**src/rtl/fetch_pkg.sv**
```systemverilog
// Shared widths, FSM state type and the prefetch entry layout for the fetch stage.
package fetch_pkg;

  localparam int XLEN   = 64;
  localparam int INST_W = 32;

  localparam logic [INST_W-1:0] NOP_INST = 32'h00000013;

  typedef enum logic {
    FETCH,
    FAULT
  } fetchState_t;

  typedef struct packed {
    logic [XLEN-1:0]   pc;
    logic [INST_W-1:0] inst;
  } fetch_entry_t;

  // A fetch address is unusable if it is not word aligned or lies past the memory.
  function automatic logic badTarget(input logic [XLEN-1:0] addr,
                                     input logic [XLEN-1:0] limit);
    return (addr[1:0] != 2'b00) || (addr >= limit);
  endfunction

endpackage

```
**src/rtl/fetch_fifo.sv**
```systemverilog
// Small prefetch buffer between the PC sequencer and decode; head reads as zero when empty.
module fetch_fifo
  import fetch_pkg::*;
#(
  parameter int DEPTH = 2
) (
  input  logic         clk,
  input  logic         rst_n,
  input  logic         i_push,
  input  logic         i_pop,
  input  logic         i_flush,
  input  fetch_entry_t i_data,
  output fetch_entry_t o_head,
  output logic         o_valid,
  output logic         o_full
);

  localparam int AW = (DEPTH > 1) ? $clog2(DEPTH) : 1;

  fetch_entry_t   r_mem [DEPTH];
  logic [AW-1:0]  r_rdPtr;
  logic [AW-1:0]  r_wrPtr;
  logic [AW:0]    r_count;

  always_ff @(posedge clk) begin
    if (i_push) begin
      r_mem[r_wrPtr] <= i_data;
    end
  end

  // Flush shares the reset path so a redirect empties the buffer in one edge.
  always_ff @(posedge clk) begin
    if (!rst_n || i_flush) begin
      r_rdPtr <= '0;
      r_wrPtr <= '0;
      r_count <= '0;
    end else begin
      if (i_push) begin
        r_wrPtr <= r_wrPtr + 1'b1;
      end
      if (i_pop) begin
        r_rdPtr <= r_rdPtr + 1'b1;
      end
      r_count <= r_count + (AW+1)'(i_push) - (AW+1)'(i_pop);
    end
  end

  assign o_valid = (r_count != '0);
  assign o_full  = (r_count == (AW+1)'(DEPTH));
  assign o_head  = o_valid ? r_mem[r_rdPtr] : '0;

endmodule

```
**src/rtl/fetch_ctrl.sv**
```systemverilog
// Instruction-fetch sequencer: owns the PC, fills the prefetch FIFO and tracks fetch faults.
module fetch_ctrl
  import fetch_pkg::*;
#(
  parameter logic [XLEN-1:0] RESET_PC   = '0,
  parameter int              IMEM_WORDS = 128,
  parameter int              FIFO_DEPTH = 2
) (
  input  logic              clk,
  input  logic              rst_n,
  output logic [XLEN-1:0]   imem_pc,
  input  logic [INST_W-1:0] imem_instruction,
  input  logic              redirect_valid,
  input  logic [XLEN-1:0]   redirect_pc,
  output logic              if_valid,
  input  logic              if_ready,
  output logic [XLEN-1:0]   if_pc,
  output logic [INST_W-1:0] if_instruction,
  output logic              fault,
  output logic [XLEN-1:0]   fault_pc
);

  localparam logic [XLEN-1:0] LIMIT = XLEN'(IMEM_WORDS * 4);

  fetchState_t     r_state, w_stateNext;
  logic [XLEN-1:0] r_pc, w_pcNext;
  logic            r_fault, w_faultNext;
  logic [XLEN-1:0] r_faultPc, w_faultPcNext;

  logic            w_push;
  logic            w_pop;
  logic            w_flush;
  logic            w_full;
  fetch_entry_t    w_pushData;
  fetch_entry_t    w_head;

  assign w_pop = if_valid && if_ready;

  always_comb begin
    w_stateNext   = r_state;
    w_pcNext      = r_pc;
    w_faultNext   = r_fault;
    w_faultPcNext = r_faultPc;
    w_push        = 1'b0;
    w_flush       = 1'b0;
    if (redirect_valid) begin
      w_flush = 1'b1;
      if (badTarget(redirect_pc, LIMIT)) begin
        w_stateNext   = FAULT;
        w_faultNext   = 1'b1;
        w_faultPcNext = redirect_pc;
      end else begin
        w_stateNext = FETCH;
        w_pcNext    = redirect_pc;
        w_faultNext = 1'b0;
      end
    end else begin
      case (r_state)
        FETCH: begin
          if (badTarget(r_pc, LIMIT)) begin
            w_stateNext   = FAULT;
            w_faultNext   = 1'b1;
            w_faultPcNext = r_pc;
          end else if (!w_full || w_pop) begin
            w_push   = 1'b1;
            w_pcNext = r_pc + XLEN'(4);
          end
        end
        FAULT: begin
          w_stateNext = FAULT;
        end
        default: begin
          w_stateNext = FETCH;
        end
      endcase
    end
  end

  always_ff @(posedge clk) begin
    if (!rst_n) begin
      r_state   <= FETCH;
      r_pc      <= RESET_PC;
      r_fault   <= 1'b0;
      r_faultPc <= '0;
    end else begin
      r_state   <= w_stateNext;
      r_pc      <= w_pcNext;
      r_fault   <= w_faultNext;
      r_faultPc <= w_faultPcNext;
    end
  end

  assign w_pushData.pc   = r_pc;
  assign w_pushData.inst = imem_instruction;

  fetch_fifo #(
    .DEPTH(FIFO_DEPTH)
  ) u_fifo (
    .clk    (clk),
    .rst_n  (rst_n),
    .i_push (w_push),
    .i_pop  (w_pop),
    .i_flush(w_flush),
    .i_data (w_pushData),
    .o_head (w_head),
    .o_valid(if_valid),
    .o_full (w_full)
  );

  assign imem_pc        = r_pc;
  assign if_pc          = w_head.pc;
  assign if_instruction = w_head.inst;
  assign fault          = r_fault;
  assign fault_pc       = r_faultPc;

endmodule
```
**config.mk**
```make
export PLATFORM = sky130hd
export DESIGN_NAME = fetch_ctrl
export DESIGN_NICKNAME = d
export VERILOG_FILES = /design/src/rtl/fetch_pkg.sv /design/src/rtl/fetch_fifo.sv /design/src/rtl/fetch_ctrl.sv
export SDC_FILE = /design/constraint.sdc
export NUM_CORES = 1
export LEC_CHECK = 0
export BUFFER_PORTS_ARGS = -buffer_cell sky130_fd_sc_hd__buf_4
export CAP_MARGIN = 30
export CORE_AREA = 2 2 184 186
export DETAILED_ROUTE_END_ITERATION = 7
export DIE_AREA = 0 0 186 188
export PLACE_DENSITY = 0.75
export SLEW_MARGIN = 20
export SYNTH_ARGS = -nofsm -noshare
export SYNTH_HDL_FRONTEND = slang
export SYNTH_SLANG_ARGS = --single-unit
```
**constraint.sdc**
```tcl
create_clock -name clk -period 4.6 [get_ports clk]
set_clock_uncertainty 0.05 [all_clocks]
set_input_delay 0.92 -clock clk [delete_from_list [all_inputs] [get_ports clk]]
set_output_delay 0.92 -clock clk [all_outputs]
set_load 0.05 [all_outputs]
```
### Word level (Yosys, flattened, before mapping)

Memories as Yosys holds them, arrays and structs flattened. A register that Yosys moved wholly into a read port is not among the register bits.
Cells that the tools add are included.

* bits in registers: 134
* bits in writable memories: 192
* input bits: 100
* output and inout port bits: 226
* word-level logic and storage cells: 62
* memories: 1

Memory list
* u_fifo.r_mem: depth 2, width 96, read ports 1, clocked after Yosys merged registers in 1, write ports 1, RTL line fetch_fifo.sv:20 `fetch_entry_t r_mem [DEPTH];`

* $add $sub $neg: 5
* magnitude comparators: 2
* equality and inequality tests: 5
* mux-type cells: 26
* bitwise gates (word level): 1
* reduce and logical (&&, ||, !) cells: 15

Operator list (number)
* 2-to-1 mux 64 bit: 9
* greater-or-equal comparator 64 x 10 -> 1 bit (second input constant): 2
* 2-to-1 mux 96 bit: 1
* adder 64 x 3 -> 64 bit (second input constant): 1
* 2-to-1 mux 1 bit: 15
* nonzero test 2 bit: 5
* != test 2 bit (second input constant): 3
* logical OR 1 bit: 4
* AND reduction 4 bit: 1
* AND reduction 3 bit: 1
* adder 1 bit (second input constant): 2
* adder 2 x 1 -> 2 bit: 1
* equality test 2 bit (second input constant): 1
* logical NOT 1 bit: 2
* != test 2 x 1 -> 1 bit (second input constant): 1
* case mux 1 bit (2 select lines): 1
* AND reduction 2 bit: 1
* subtractor 2 x 1 -> 2 bit: 1
* logical AND 1 bit: 1
* inverter 1 bit: 1

### Longest topological paths before layout

* depth in word-level cells: 9
* gate-level depth with buffers: 10
* gate-level depth less buffers: 10

### Cells and area by module

From an unflattened synthesis, not the netlist that was laid out.

* cells, all modules: 964
* area, all modules: 12413.2 sq um

By module, submodules not included
* fetch_fifo: instances 1, cells an instance 429, area an instance 7490.9 sq um, sequential area each 5865.6 sq um
* fetch_ctrl: instances 1, cells an instance 535, area an instance 4922.2 sq um, sequential area each 2602.5 sq um

### Least setup slack after synthesis

OpenSTA, ideal clock, no wires.

* kind: input to register
* start point: input port redirect_valid
* end point: memory u_fifo.r_mem[1][0] (netlist name), enable pin
* library setup time: 0.466 ns
* arrival: 4.016 ns
* required time: 4.084 ns
* setup slack: 0.068 ns
* stages on the path: 4
* buffers on the path: 0
* cells stage by stage: nor4_1 -> nand4_1 -> nor4_2 -> and3_1

* word-level cells in the longest chain between the ends: 3

Ends and longest elaborated chain
* start, declared: RTL line fetch_ctrl.sv:13 `input logic redirect_valid,`
* 2-to-1 mux 1 bit: RTL line fetch_ctrl.sv:46 `if (redirect_valid) begin`
* 2-to-1 mux 1 bit: RTL line fetch_fifo.sv:26 `if (i_push) begin`
* 2-to-1 mux 1 bit (not written as such): RTL line fetch_fifo.sv:27 `r_mem[r_wrPtr] <= i_data;`
* end, declared: RTL line fetch_fifo.sv:20

Every way passes these cells.

### Final worst setup path

* start point: input port redirect_pc[16]
* end point: register r_faultPc[2], in the netlist fault_pc[2]

* word-level cells in the longest chain between the ends: 4

Ends and longest elaborated chain
* start, declared: RTL line fetch_ctrl.sv:14 `input logic [XLEN-1:0] redirect_pc,`
* greater-or-equal comparator 64 x 10 -> 1 bit: RTL line fetch_pkg.sv:22 `return (addr[1:0] != 2'b00) || (addr >= limit);`
* logical OR 1 bit: RTL line fetch_pkg.sv:22
* != test 2 x 1 -> 1 bit (no source line)
* AND reduction 3 bit (no source line)
* end signal, assigned: RTL line fetch_ctrl.sv:89 `r_faultPc <= w_faultPcNext;`
* end, declared: RTL line fetch_ctrl.sv:28 `logic [XLEN-1:0] r_faultPc, w_faultPcNext;`

Every way passes these cells.
A chain may end at the register's enable or synchronous reset.

==> metrics.yaml <==
status: "finished, final reports clean"
drv_cap: 0
synth-seq-cells: 327
vias_per_cell: 5.28
yosys.area.top_type_share: 0.443
synth_compound_gate_area_share: 0.0716
r2r-end: "u_fifo.r_mem[0][58]"
cp-start-kind: "input port"
insertion_delay_ns: 0.52
synthesis.area_um2: 13000
cp.arrival_ns: 3.76
min_path_cells: 1
setup_viol: 0
cts_root_buf: "clkbuf_16"
slew_viol_final: 0
worstSetupPathType: "input port to flop"
final_hold_viol_count: 0
synth_top_area_cell: "edfxtp_1"
power.density_nw_per_um2: 419
drt-wirelength-per-cell_um: 21.4
dr.pass1.iters: 6
finalSetupTns_ns: 0
grt_pass1_vias: 9136
crit_required_ns: 4.97
grt_setup_unrepaired: "no"
final_common_cell: "buf_4"
cts_buffers: 36
cp_max_fo: 43
r2r_start: "imem_pc[60]"
start_util: 0.393
hold_buffers: 0
cpPeakStageDelay_ns: 0.79
synthCells: 974
ir_worst_vdd_uv: 237
synth-edff-count: 192
synth_fa_ha_area_frac: 0.00385
finalNetCount: 1390
diodes: 0
fin_crit_sh: 0.738
cts_tree: "done"
cts.htree.levels: 2
drt_iter0_drc: 576
hp-start: "fault_pc[39]"
synth-async-reset-ratio: 0
yosys_most_used_dff: "edfxtp_1"
fmax_mhz: 295
clock_path_buffers: 3
slowest_stage: "nor4_1"
gp_congestion: 0.852
die_h_um: 188
num_vias: 9301
fin_crit_ns: 3.39
crit_buf_inv: 3
final_cell_mix: "buf_4 (348), edfxtp_1 (192), mux2i_1 (164), dfxtp_1 (134), nor2_1 (104)"
synth_top_family_by_area: "multiplexers"
post-route-util: 0.520
dieWidth_um: 186
cts.reportedPaths.clkPinSlew_ns: 0.06
min_to: "fault_pc[39]"
ys_seq_area_frac: 0.651
p_leak_nw: 7.42
grt_pass1_wl_um: 55500
hpwl_um: 25200
synthTopCellsByArea: "edfxtp_1 (44%), dfxtp_1 (21%), mux2i_1 (13%)"
grt_antenna_before_repair: 0
grt.total_usage: 0.208
worst_pin_slew_ns: 0.947
crit_chain: "buf_4 -> nor4_1 -> nand4_1 -> buf_4 -> or4_2 -> and3_2 -> buf_4 -> a311oi_1"
ios: 326
synth-simple-area-share: 0.111
cts_setup_buffers: 0
crit_family: "simple AND/OR/NAND/NOR gates"
drive_above_1_share: 0.339
die_area_um2: 35000
rows: 67
ant_nets: 0
clock-sinks: 327
grt_remaining_overflow: 0
portBuffers: 325
grt_max_degree: 94
cts_resized: 0
yosysWarnings: 0
drc: 0
synth.distinct_cells: 35
slew_headroom: 0.369
wl_um: 37800
synth-xor-area-share: 0.00606
crit_top_cell: "buf_4"
syn_area_per_cell_um2: 13.4
syn2layout_area_growth_pct: 32.3
reg2reg_depth: 7
reg2reg_slack_ns: 1.45
synthMuxAreaShare: 0.127
syn_nets: 1078
core-area_um2: 33100
endpoint_kind: "flop"
hp-class: "flop to flop"
==> layout make-up <==
class                      count  area (um2)
multi-input combinational    560        4190
clock inverter                12         120
fill                        2846       15900
timing repair buffer         354        2750
tap                          448         561
sequential                   327        8470
inverter                       7        28.8
clock buffer                  54        1090
==> synthesized netlist by cell type, drive strengths merged (7+ instances only) <==
cell    number
edfxtp     192
inv          7
clkbuf      58
mux2i      164
nand4       43
buf         22
nand2       21
nor4        29
o211a       37
nand2b       9
a211oi      23
dfxtp      135
and3        59
a31oi       27
nor2       105
==> cells by family (layout without fill, tap and decap cells) <==
logic type,Yosys count,count (layout)
XOR/XNOR,9,9
adder cells (fa/ha/maj),4,4
AO/OA/AOI/OAI,102,102
buffers and inverters,87,427
multiplexers,165,165
flip-flops,327,327
AND/OR/NAND/NOR,280,280
==> metrics by stage <==
step	total power, mW	worst slack, ns	area, um2	hold slack, ns	cells
CTS	7.27	1.22	17200	0.451	1762
global route	7.44	1.11	17200	0.470	1762
finish	7.21	1.21	17200	0.450	1762
floorplan	4.00	0.0684	13000	0.431	974
detailed placement	4.37	0.737	16000	0.437	1696
global placement	4.34	0.750	15900	0.431	1694
==> how the worst max path moves through the flow <==
stage               startpoint                   to  cells after the start
6_report       redirect_pc[16]          fault_pc[2]                      8
5_1_grt            imem_pc[60]  u_fifo.r_mem[0][58]                      7
4_1_cts            imem_pc[60]  u_fifo.r_mem[0][82]                      7
3_5_place_dp   redirect_pc[16]         fault_pc[51]                      8
3_3_place_gp   redirect_pc[16]         fault_pc[50]                      8
2_1_floorplan   redirect_valid   u_fifo.r_mem[1][0]                      4
==> metal layers <==
layer | track usage | routed length, um
met1 | 0.275 | 16200
met2 | 0.335 | 17800
met3 | 0.0400 | 2360
met4 | 0.0866 | 1470
met5 | 0 | 0
==> flip-flops by register name (all words and copies together) (netlist names), named ones only <==
name            cells
u_fifo.r_mem      192
imem_pc            64
u_fifo.r_rdPtr      1
u_fifo.r_wrPtr      1
r_state             1
fault_pc           64
u_fifo.r_count      2
fault               1
==> report_power, final <==
part           total [mW]  switching (mW)  internal, mW
Sequential           3.27          0.0599          3.21
Combinational        1.03           0.695         0.334
Clock                2.90            1.14          1.76
Total                7.21            1.90          5.31
(Power assumes the default switching activity.)
